`src/rtl/pad_ctrl_pkg.sv`:
```
// Shared types and constants for the pad ownership controller.
package pad_ctrl_pkg;

  // Per-pad ownership state.
  typedef enum logic [1:0] {
    PS_IDLE  = 2'd0,
    PS_OWN_A = 2'd1,
    PS_OWN_B = 2'd2,
    PS_TURN  = 2'd3
  } pad_state_e;

  // Width of the turnaround counter (TURN_CYC is limited to 0..15).
  localparam int CNT_W = 4;

endpackage

```
`src/rtl/pad_slot_fsm.sv`:
```
// One pad's ownership FSM: round-robin arbitration between requesters A and B,
// a held (non-pre-emptable) grant, and a forced undriven gap after each release.
//
// Request/grant handshake: x_req is sampled on the rising clock edge; x_gnt is
// a registered level that rises one cycle after a winning x_req is sampled in
// IDLE and stays high for as long as x_req stays high. Dropping x_req is the
// only way to release. While x_gnt is high the pad OEN/I follow x_oen/x_out
// combinationally; the other requester's signals are ignored entirely.
module pad_slot_fsm
  import pad_ctrl_pkg::*;
#(
  parameter int TURN_CYC = 2
) (
  input  logic       clk,
  input  logic       rst,
  input  logic       a_req,
  input  logic       a_oen,
  input  logic       a_out,
  input  logic       b_req,
  input  logic       b_oen,
  input  logic       b_out,
  output logic       a_gnt,
  output logic       b_gnt,
  output logic       pad_oen,
  output logic       pad_i,
  output pad_state_e state_o
);

  // Counter value loaded on release: the TURN state lasts TURN_CYC cycles.
  localparam logic [CNT_W-1:0] TURN_LOAD = CNT_W'((TURN_CYC == 0) ? 0 : TURN_CYC - 1);

  pad_state_e       state, state_n;
  logic [CNT_W-1:0] cnt, cnt_n;
  logic             last, last_n;   // last owner: 0 = A, 1 = B

  // State, turnaround counter and last-owner registers.
  always_ff @(posedge clk) begin
    if (rst) begin
      state <= PS_IDLE;
      cnt   <= '0;
      last  <= 1'b1;                // B "was last" so A wins the first tie
    end else begin
      state <= state_n;
      cnt   <= cnt_n;
      last  <= last_n;
    end
  end

  // Next-state logic: arbitration in IDLE, hold while owner requests, timed turnaround.
  always_comb begin
    state_n = state;
    cnt_n   = cnt;
    last_n  = last;
    case (state)
      PS_IDLE: begin
        if (a_req && (!b_req || last)) begin
          state_n = PS_OWN_A;
        end else if (b_req) begin
          state_n = PS_OWN_B;
        end
      end
      PS_OWN_A: begin
        if (!a_req) begin
          last_n = 1'b0;
          if (TURN_CYC == 0) begin
            state_n = PS_IDLE;
          end else begin
            state_n = PS_TURN;
            cnt_n   = TURN_LOAD;
          end
        end
      end
      PS_OWN_B: begin
        if (!b_req) begin
          last_n = 1'b1;
          if (TURN_CYC == 0) begin
            state_n = PS_IDLE;
          end else begin
            state_n = PS_TURN;
            cnt_n   = TURN_LOAD;
          end
        end
      end
      PS_TURN: begin
        // Requests stay pending here; they are only looked at again in IDLE.
        if (cnt == '0) begin
          state_n = PS_IDLE;
        end else begin
          cnt_n = cnt - CNT_W'(1);
        end
      end
      default: state_n = PS_IDLE;
    endcase
  end

  // Output decode from the registered state; owner's OEN/data pass straight through.
  always_comb begin
    a_gnt   = 1'b0;
    b_gnt   = 1'b0;
    pad_oen = 1'b1;
    pad_i   = 1'b0;
    case (state)
      PS_OWN_A: begin
        a_gnt   = 1'b1;
        pad_oen = a_oen;
        pad_i   = a_out;
      end
      PS_OWN_B: begin
        b_gnt   = 1'b1;
        pad_oen = b_oen;
        pad_i   = b_out;
      end
      default: ;
    endcase
  end

  assign state_o = state;

endmodule

```
`src/rtl/pad_share_ctrl.sv`:
```
// Pad ring ownership controller: one pad_slot_fsm per pad plus a shared
// 2-flop synchroniser on the asynchronous pad inputs.
module pad_share_ctrl
  import pad_ctrl_pkg::*;
#(
  parameter int NPADS    = 8,
  parameter int TURN_CYC = 2
) (
  input  logic               clk,
  input  logic               rst,
  input  logic [NPADS-1:0]   a_req_i,
  input  logic [NPADS-1:0]   a_oen_i,
  input  logic [NPADS-1:0]   a_out_i,
  output logic [NPADS-1:0]   a_gnt_o,
  input  logic [NPADS-1:0]   b_req_i,
  input  logic [NPADS-1:0]   b_oen_i,
  input  logic [NPADS-1:0]   b_out_i,
  output logic [NPADS-1:0]   b_gnt_o,
  output logic [NPADS-1:0]   pad_in_o,
  output logic [NPADS-1:0]   pad_oen_o,
  output logic [NPADS-1:0]   pad_i_o,
  input  logic [NPADS-1:0]   pad_o_i,
  output logic [2*NPADS-1:0] dbg_state_o   // per-pad FSM state, 2 bits per pad
);

  logic [NPADS-1:0] sync1, sync2;

  // Two-flop synchroniser for pad_o_i, independent of pad ownership.
  always_ff @(posedge clk) begin
    if (rst) begin
      sync1 <= '0;
      sync2 <= '0;
    end else begin
      sync1 <= pad_o_i;
      sync2 <= sync1;
    end
  end

  assign pad_in_o = sync2;

  for (genvar n = 0; n < NPADS; n++) begin : g_slot
    pad_state_e slot_state;

    pad_slot_fsm #(
      .TURN_CYC(TURN_CYC)
    ) u_slot (
      .clk    (clk),
      .rst    (rst),
      .a_req  (a_req_i[n]),
      .a_oen  (a_oen_i[n]),
      .a_out  (a_out_i[n]),
      .b_req  (b_req_i[n]),
      .b_oen  (b_oen_i[n]),
      .b_out  (b_out_i[n]),
      .a_gnt  (a_gnt_o[n]),
      .b_gnt  (b_gnt_o[n]),
      .pad_oen(pad_oen_o[n]),
      .pad_i  (pad_i_o[n]),
      .state_o(slot_state)
    );

    assign dbg_state_o[2*n +: 2] = slot_state;
  end

endmodule

```
`config.mk`:
```
export PLATFORM = sky130hd
export DESIGN_NAME = pad_share_ctrl
export DESIGN_NICKNAME = d
export VERILOG_FILES = /design/src/rtl/pad_ctrl_pkg.sv /design/src/rtl/pad_slot_fsm.sv /design/src/rtl/pad_share_ctrl.sv
export SDC_FILE = /design/constraint.sdc
export NUM_CORES = 1
export LEC_CHECK = 0
export ABC_AREA = 0
export CORE_MARGIN = 3
export CORE_UTILIZATION = 50
export CTS_BUF_LIST = sky130_fd_sc_hd__clkbuf_8 sky130_fd_sc_hd__clkbuf_16
export CTS_CLUSTER_DIAMETER = 80
export DETAILED_ROUTE_END_ITERATION = 16
export GPL_ROUTABILITY_DRIVEN = 0
export PLACE_DENSITY = 0.79
export SETUP_SLACK_MARGIN = 0.05
export SYNTH_ARGS = -nofsm -noshare
export SYNTH_HDL_FRONTEND = slang
export SYNTH_SLANG_ARGS = --single-unit
export TNS_END_PERCENT = 50
```
`constraint.sdc`:
```
create_clock -name clk -period 2.8 [get_ports clk]
set_input_delay 0.28 -clock clk [delete_from_list [all_inputs] [get_ports clk]]
set_output_delay 0.28 -clock clk [all_outputs]
set_load 0.02 [all_outputs]
```
* Yosys cells after proc, flatten, opt, wreduce, memory -nomap -nowiden
Cells that the tools add are included.
Operators by class: add/sub/neg operators 8, mux-type cells 136, reduce and logical (&&, ||, !) cells 80, equality and inequality tests 64
Operator list (count):
- 4-bit 2-to-1 mux | 24
- 4-bit case mux with 3 select lines | 8
- 2-bit 2-to-1 mux | 40
- 2-bit case mux with 4 select lines | 8
- 4-bit AND reduction | 16
- 2-bit inequality test, second input constant | 24
- 1-bit case mux with 2 select lines | 24
- 2-bit == test, second input constant | 16
- 4-bit logical NOT | 8
- 1-bit 2-to-1 mux | 32
- 4-bit by 1-bit subtractor with 4-bit output, second input constant | 8
- 3-bit by 2-bit inequality test with 1-bit output, second input constant | 8
- 3-bit AND reduction | 8
- 3-bit nonzero test | 8
- 2-bit by 1-bit == test with 1-bit output, second input constant | 8
- 2-bit logical NOT | 8
- 2-bit by 1-bit inequality test with 1-bit output, second input constant | 8
- 2-bit nonzero test | 8
- 1-bit logical AND | 8
- 1-bit logical NOT | 8
- 1-bit logical OR | 8
Word-level totals: word-level logic and storage cells 314, bits in registers 72, output and inout bits 56

* Depth between registers and ports, before layout
word-level depth 5, mapped depth 6, depth with buffers taken out 6

* Cells and area by module
Synthesis repeated with hierarchy kept, for this count alone.
Second synthesis, totals: cells, all modules 553, area total of the unflattened synthesis 4899.7 um2
By module, submodules not included:
- pad_slot_fsm at g_slot[0].u_slot ... | area an instance 554.3 um2, sequential area each 140.1 um2, instances 7, cells each 65
- pad_slot_fsm at g_slot[4].u_slot | area an instance 555.5 um2, sequential area each 140.1 um2, instances 1, cells each 65
- pad_share_ctrl | area an instance 464.2 um2, sequential area each 320.3 um2, instances 1, cells each 33

* Worst setup path after synthesis
Ideal clock, no wire load.
path kind reg-to-reg, start point register g_slot[3].u_slot.state[0], end point register g_slot[3].u_slot.cnt[2], setup slack 633 ps, period minus slack after synthesis 2167 ps, setup time 70 ps, required time 2730 ps, cell stages (with the launch flop) 7, arrival time 2096 ps, cell sequence dfxtp_1 > inv_1 > ha_1 > a221o_1 > or3b_4 > or3b_1 > a21oi_1
On the way: cells in the longest elaborated chain, start to end 3
Ends and longest elaborated chain:
- start, declared | RTL line pad_slot_fsm.sv:32 | pad_state_e state, state_n;
- start signal, assigned | RTL line pad_slot_fsm.sv:43 | state <= state_n;
- 2-bit == test / 2-bit by 1-bit == test with 1-bit output (equally long branches) | RTL line pad_slot_fsm.sv:54 | case (state)
- 2-bit inequality test (no line) / 3-bit nonzero test (equally long branches)
- 4-bit AND reduction (no line)
- end signal, assigned | RTL line pad_slot_fsm.sv:44 | cnt <= cnt_n;
- end, declared | RTL line pad_slot_fsm.sv:33 | logic [CNT_W-1:0] cnt, cnt_n;
Several ways; a longest one is shown, not always the timed one. A chain may end at the register's enable or synchronous reset.

* Final worst setup path
start point register g_slot[4].u_slot.state[0], end point output port pad_oen_o[4]
On the way: cells in the longest elaborated chain, start to end 2
Ends and longest elaborated chain:
- start, declared | RTL line pad_slot_fsm.sv:32
- start signal, assigned | RTL line pad_slot_fsm.sv:43
- 2-bit == test / 2-bit by 1-bit == test with 1-bit output (equally long branches) | RTL line pad_slot_fsm.sv:102 | case (state)
- 1-bit case mux with 2 select lines * | RTL line pad_slot_fsm.sv:102
- end, declared | RTL line pad_share_ctrl.sv:20 | output logic [NPADS-1:0] pad_oen_o,
Every way passes the cells marked *; elsewhere a longest branch is shown, timed or not.

==> flow_metrics.py <==
metrics = {
    "status": {
        "status": "finished, final reports clean",
    },
    "critical_path": {
        "crit_chain": "inv_1, ha_1, inv_1, a221o_1, clkdlybuf4s50_1",
        "worstPathArrival_ns": 2.09,
        "ff2ff_setup_slack_ns": 0.62,
        "reg2reg_from": "g_slot[3].u_slot.state_o[0]$_SDFFE_PP0P_",
        "slowest_delay_ns": 0.54,
        "path_delay_family": "buffers and inverters",
        "reg2regPathDepth": 6,
        "cp-end-kind": "primary output",
        "cp_slowest_cell": "clkdlybuf4s50_1",
        "worstSetupPathType": "flip-flop to primary output",
        "path_max_fanout": 5,
        "rr_endpoint": "g_slot[3].u_slot.cnt[2]$_SDFFE_PP0P_",
        "critical_path_depth": 5,
        "critPathMostFrequentCell": "inv_1",
        "cp_data_required_time_ns": 2.52,
        "path_buf_inv": 3,
        "cp-start-kind": "flip-flop",
        "crit_end": "pad_oen_o[4]",
        "cp-startpoint": "g_slot[4].u_slot.state_o[0]$_SDFFE_PP0P_",
    },
    "detailed_routing": {
        "drt_wl_total_mm": 9.93,
        "drt-vias-per-instance": 5.42,
        "dr.pass1.iters": 4,
        "drcViolationCount": 0,
        "wl_per_cell_um": 13.3,
        "dr_total_vias": 4043,
        "ant_nets": 0,
        "met1_length_mm": 4.27,
        "wl_met3_um": 504,
        "top_layer_used": "met4",
        "drtIter0Drc": 86,
        "wl_met2_mm": 5.04,
    },
    "grt": {
        "grt.total_usage": 0.189,
        "grt_pass1_wl_mm": 16.5,
        "grt_max_degree": 44,
        "overflow": 0,
        "antenna_found_initial": 0,
        "grt_pass1_vias": 3919,
    },
    "sta": {
        "finalClockSkew_ns": 0.00900,
        "rsz0062_at_grt": "false",
        "setup_violations": 0,
        "min_period_ns": 2.37,
        "worst_slew_pin_slew_ns": 0.598,
        "max_freq_ghz": 0.423,
        "slew-limit-headroom": 0.602,
        "drv_slew": 0,
        "setup-tns-final_ns": 0,
        "finalHoldViolCount": 0,
        "fin_crit_sh": 0.845,
    },
    "clock_tree": {
        "cts.reportedPaths.clkPinSlew_ns": 0.08,
        "post_cts_buffers": 0,
        "cts_sinks": 72,
        "clk_latency_ns": 0.35,
        "cts_buffers": 9,
        "clockBufferDepth": 2,
        "post_cts_resized": 0,
        "htree_levels": 3,
        "cts_root_buffer": "clkbuf_8",
        "cts_tree": "built",
        "ctsHoldBuffers": 0,
    },
    "floorplanning": {
        "die_area_mm2": 0.0106,
        "die_w_um": 103,
        "floorplan.rows": 34,
        "die_h_um": 103,
        "start_util": 0.525,
        "pin_count": 114,
        "core_mm2": 0.00893,
    },
    "final_layout": {
        "fillCellCount": 723,
        "drive_above_1_share": 0.0439,
        "syn2layout_area_growth_pct": 26.3,
        "stdcell_count": 746,
        "antenna_cells": 0,
        "nNetsFinal": 750,
    },
    "placed_design": {
        "port_buffers": 113,
        "dpl.cell_count": 730,
        "dp_hpwl_mm": 7.67,
    },
    "min_path": {
        "hold_path.class": "input pin to flip-flop",
    },
    "synthesis": {
        "avgSynthCellArea_um2": 8.56,
        "synth_most_common_cell": "dfxtp_1",
        "async_reset_ff_frac": 0,
        "syn_area_mm2": 0.00469,
        "synth_edf_count": 0,
        "synth_cells": 548,
        "synth_ff_type": "dfxtp_1",
        "yosysTopAreaCell": "dfxtp_1",
        "syn_nets": 665,
        "synth_commonest_cells": "dfxtp_1, ha_1, nor2_1",
        "yosys-top-cells-area": "dfxtp_1, ha_1, buf_4",
        "yosysWarnings": 0,
        "seq_area_frac_synth": 0.307,
        "synth_top_area_frac": 0.307,
        "synth.distinct_cells": 51,
        "yosys_register_bits": 72,
    },
    "power": {
        "irDropWorstVdd_v": 0.000649,
        "p_per_area_mw_per_mm2": 1030,
        "leakagePower_nw": 2.39,
    },
    "job": {
        "drv_cap": 0,
    },
}
how the worst min path moves through the flow:
stage                        startpoint                                   end  slack (ns)  depth (start not counted)
CTS                                 rst  g_slot[1].u_slot.cnt[3]$_SDFFE_PP0P_        0.40                          2
floorplan                    pad_o_i[0]                   sync1[0]$_SDFF_PP0_        0.41                          1
finish                              rst  g_slot[1].u_slot.cnt[3]$_SDFFE_PP0P_        0.41                          2
global placement    sync1[6]$_SDFF_PP0_                pad_in_o[6]$_SDFF_PP0_        0.42                          1
detailed placement  sync1[3]$_SDFF_PP0_                pad_in_o[3]$_SDFF_PP0_        0.44                          1
global route                        rst  g_slot[1].u_slot.cnt[3]$_SDFFE_PP0P_        0.43                          2
worst register-to-register path, cell delays in order, from the launching register on:
cell,delay (ns)
dfxtp_1,0.42
inv_1,0.11
ha_1,0.28
a221o_1,0.39
or3b_4,0.41
or3b_1,0.38
a21oi_1,0.14
per-layer routing:
metal	up-vias	track usage
li1	2081	-
met1	1850	0.212
met2	101	0.348
met3	11	0.0433
met4	0	0.0677
met5	-	0
cells by family (layout without fill, tap and decap cells):
group | count (synthesis) | in the layout | share of synthesized area
buffers and inverters | 87 | 177 | 0.0953
and+or+nand+nor | 175 | 175 | 0.201
AOI/OAI and AO/OA | 144 | 144 | 0.215
muxes | 11 | 11 | 0.0237
adders and majority gates | 59 | 59 | 0.157
DFF | 72 | 72 | 0.307
cell type report:
cell class / instances / area (um^2) / area share
multi-input combinational: 389 / 2800 / 0.473
sequential: 72 / 1440 / 0.243
inverter: 46 / 173 / 0.0292
clock inverter: 7 / 95.1 / 0.0161
clock buffer: 9 / 124 / 0.0209
timing repair buffer: 115 / 1150 / 0.195
tap: 108 / 135 / 0.0228
through the flow:
stage               power, mW  instance area, um^2  worst slack, ns  utilization  hold WS, ns
finish                   6.11                 5920            0.435        0.663        0.407
global route             6.59                 5920            0.305        0.663        0.431
CTS                      6.16                 5920            0.403        0.663        0.397
detailed placement       5.22                 5700            0.630        0.639        0.436
global placement         5.10                 5700            0.664        0.639        0.422
floorplan                4.28                 4690            0.633            -        0.408
where the power goes:
part           internal (mW)  switching (mW)  leakage [nW]
clock                  0.503           0.409         0.110
sequential              1.25           0.217         0.590
combinational           1.74            2.00          1.69
total                   3.49            2.62          2.39
cell usage in the layout, fill, tap and decap left out, types with 6 or more instances in the layout:
master,instances
clkdlybuf4s50_1,112
dfxtp_1,72
ha_1,59
nor2_1,51
inv_1,46
a21oi_1,39
nor2b_1,37
nand2_1,22
a22oi_1,15
nand2b_1,14
o22ai_1,13
o21ai_0,12
nor3_1,12
a221o_1,11
mux2i_1,10
or3b_1,10
clkbuf_8,9
o21bai_1,7
a31oi_1,7
or3_1,6
flip-flops by register name (all words and copies together), names as in the netlist:
signal	count
g_slot.u_slot.cnt	32
g_slot.u_slot.last	8
g_slot.u_slot.state_o	16
pad_in_o	8
sync1	8
Note: power is estimated with default switching activity, not from simulation.
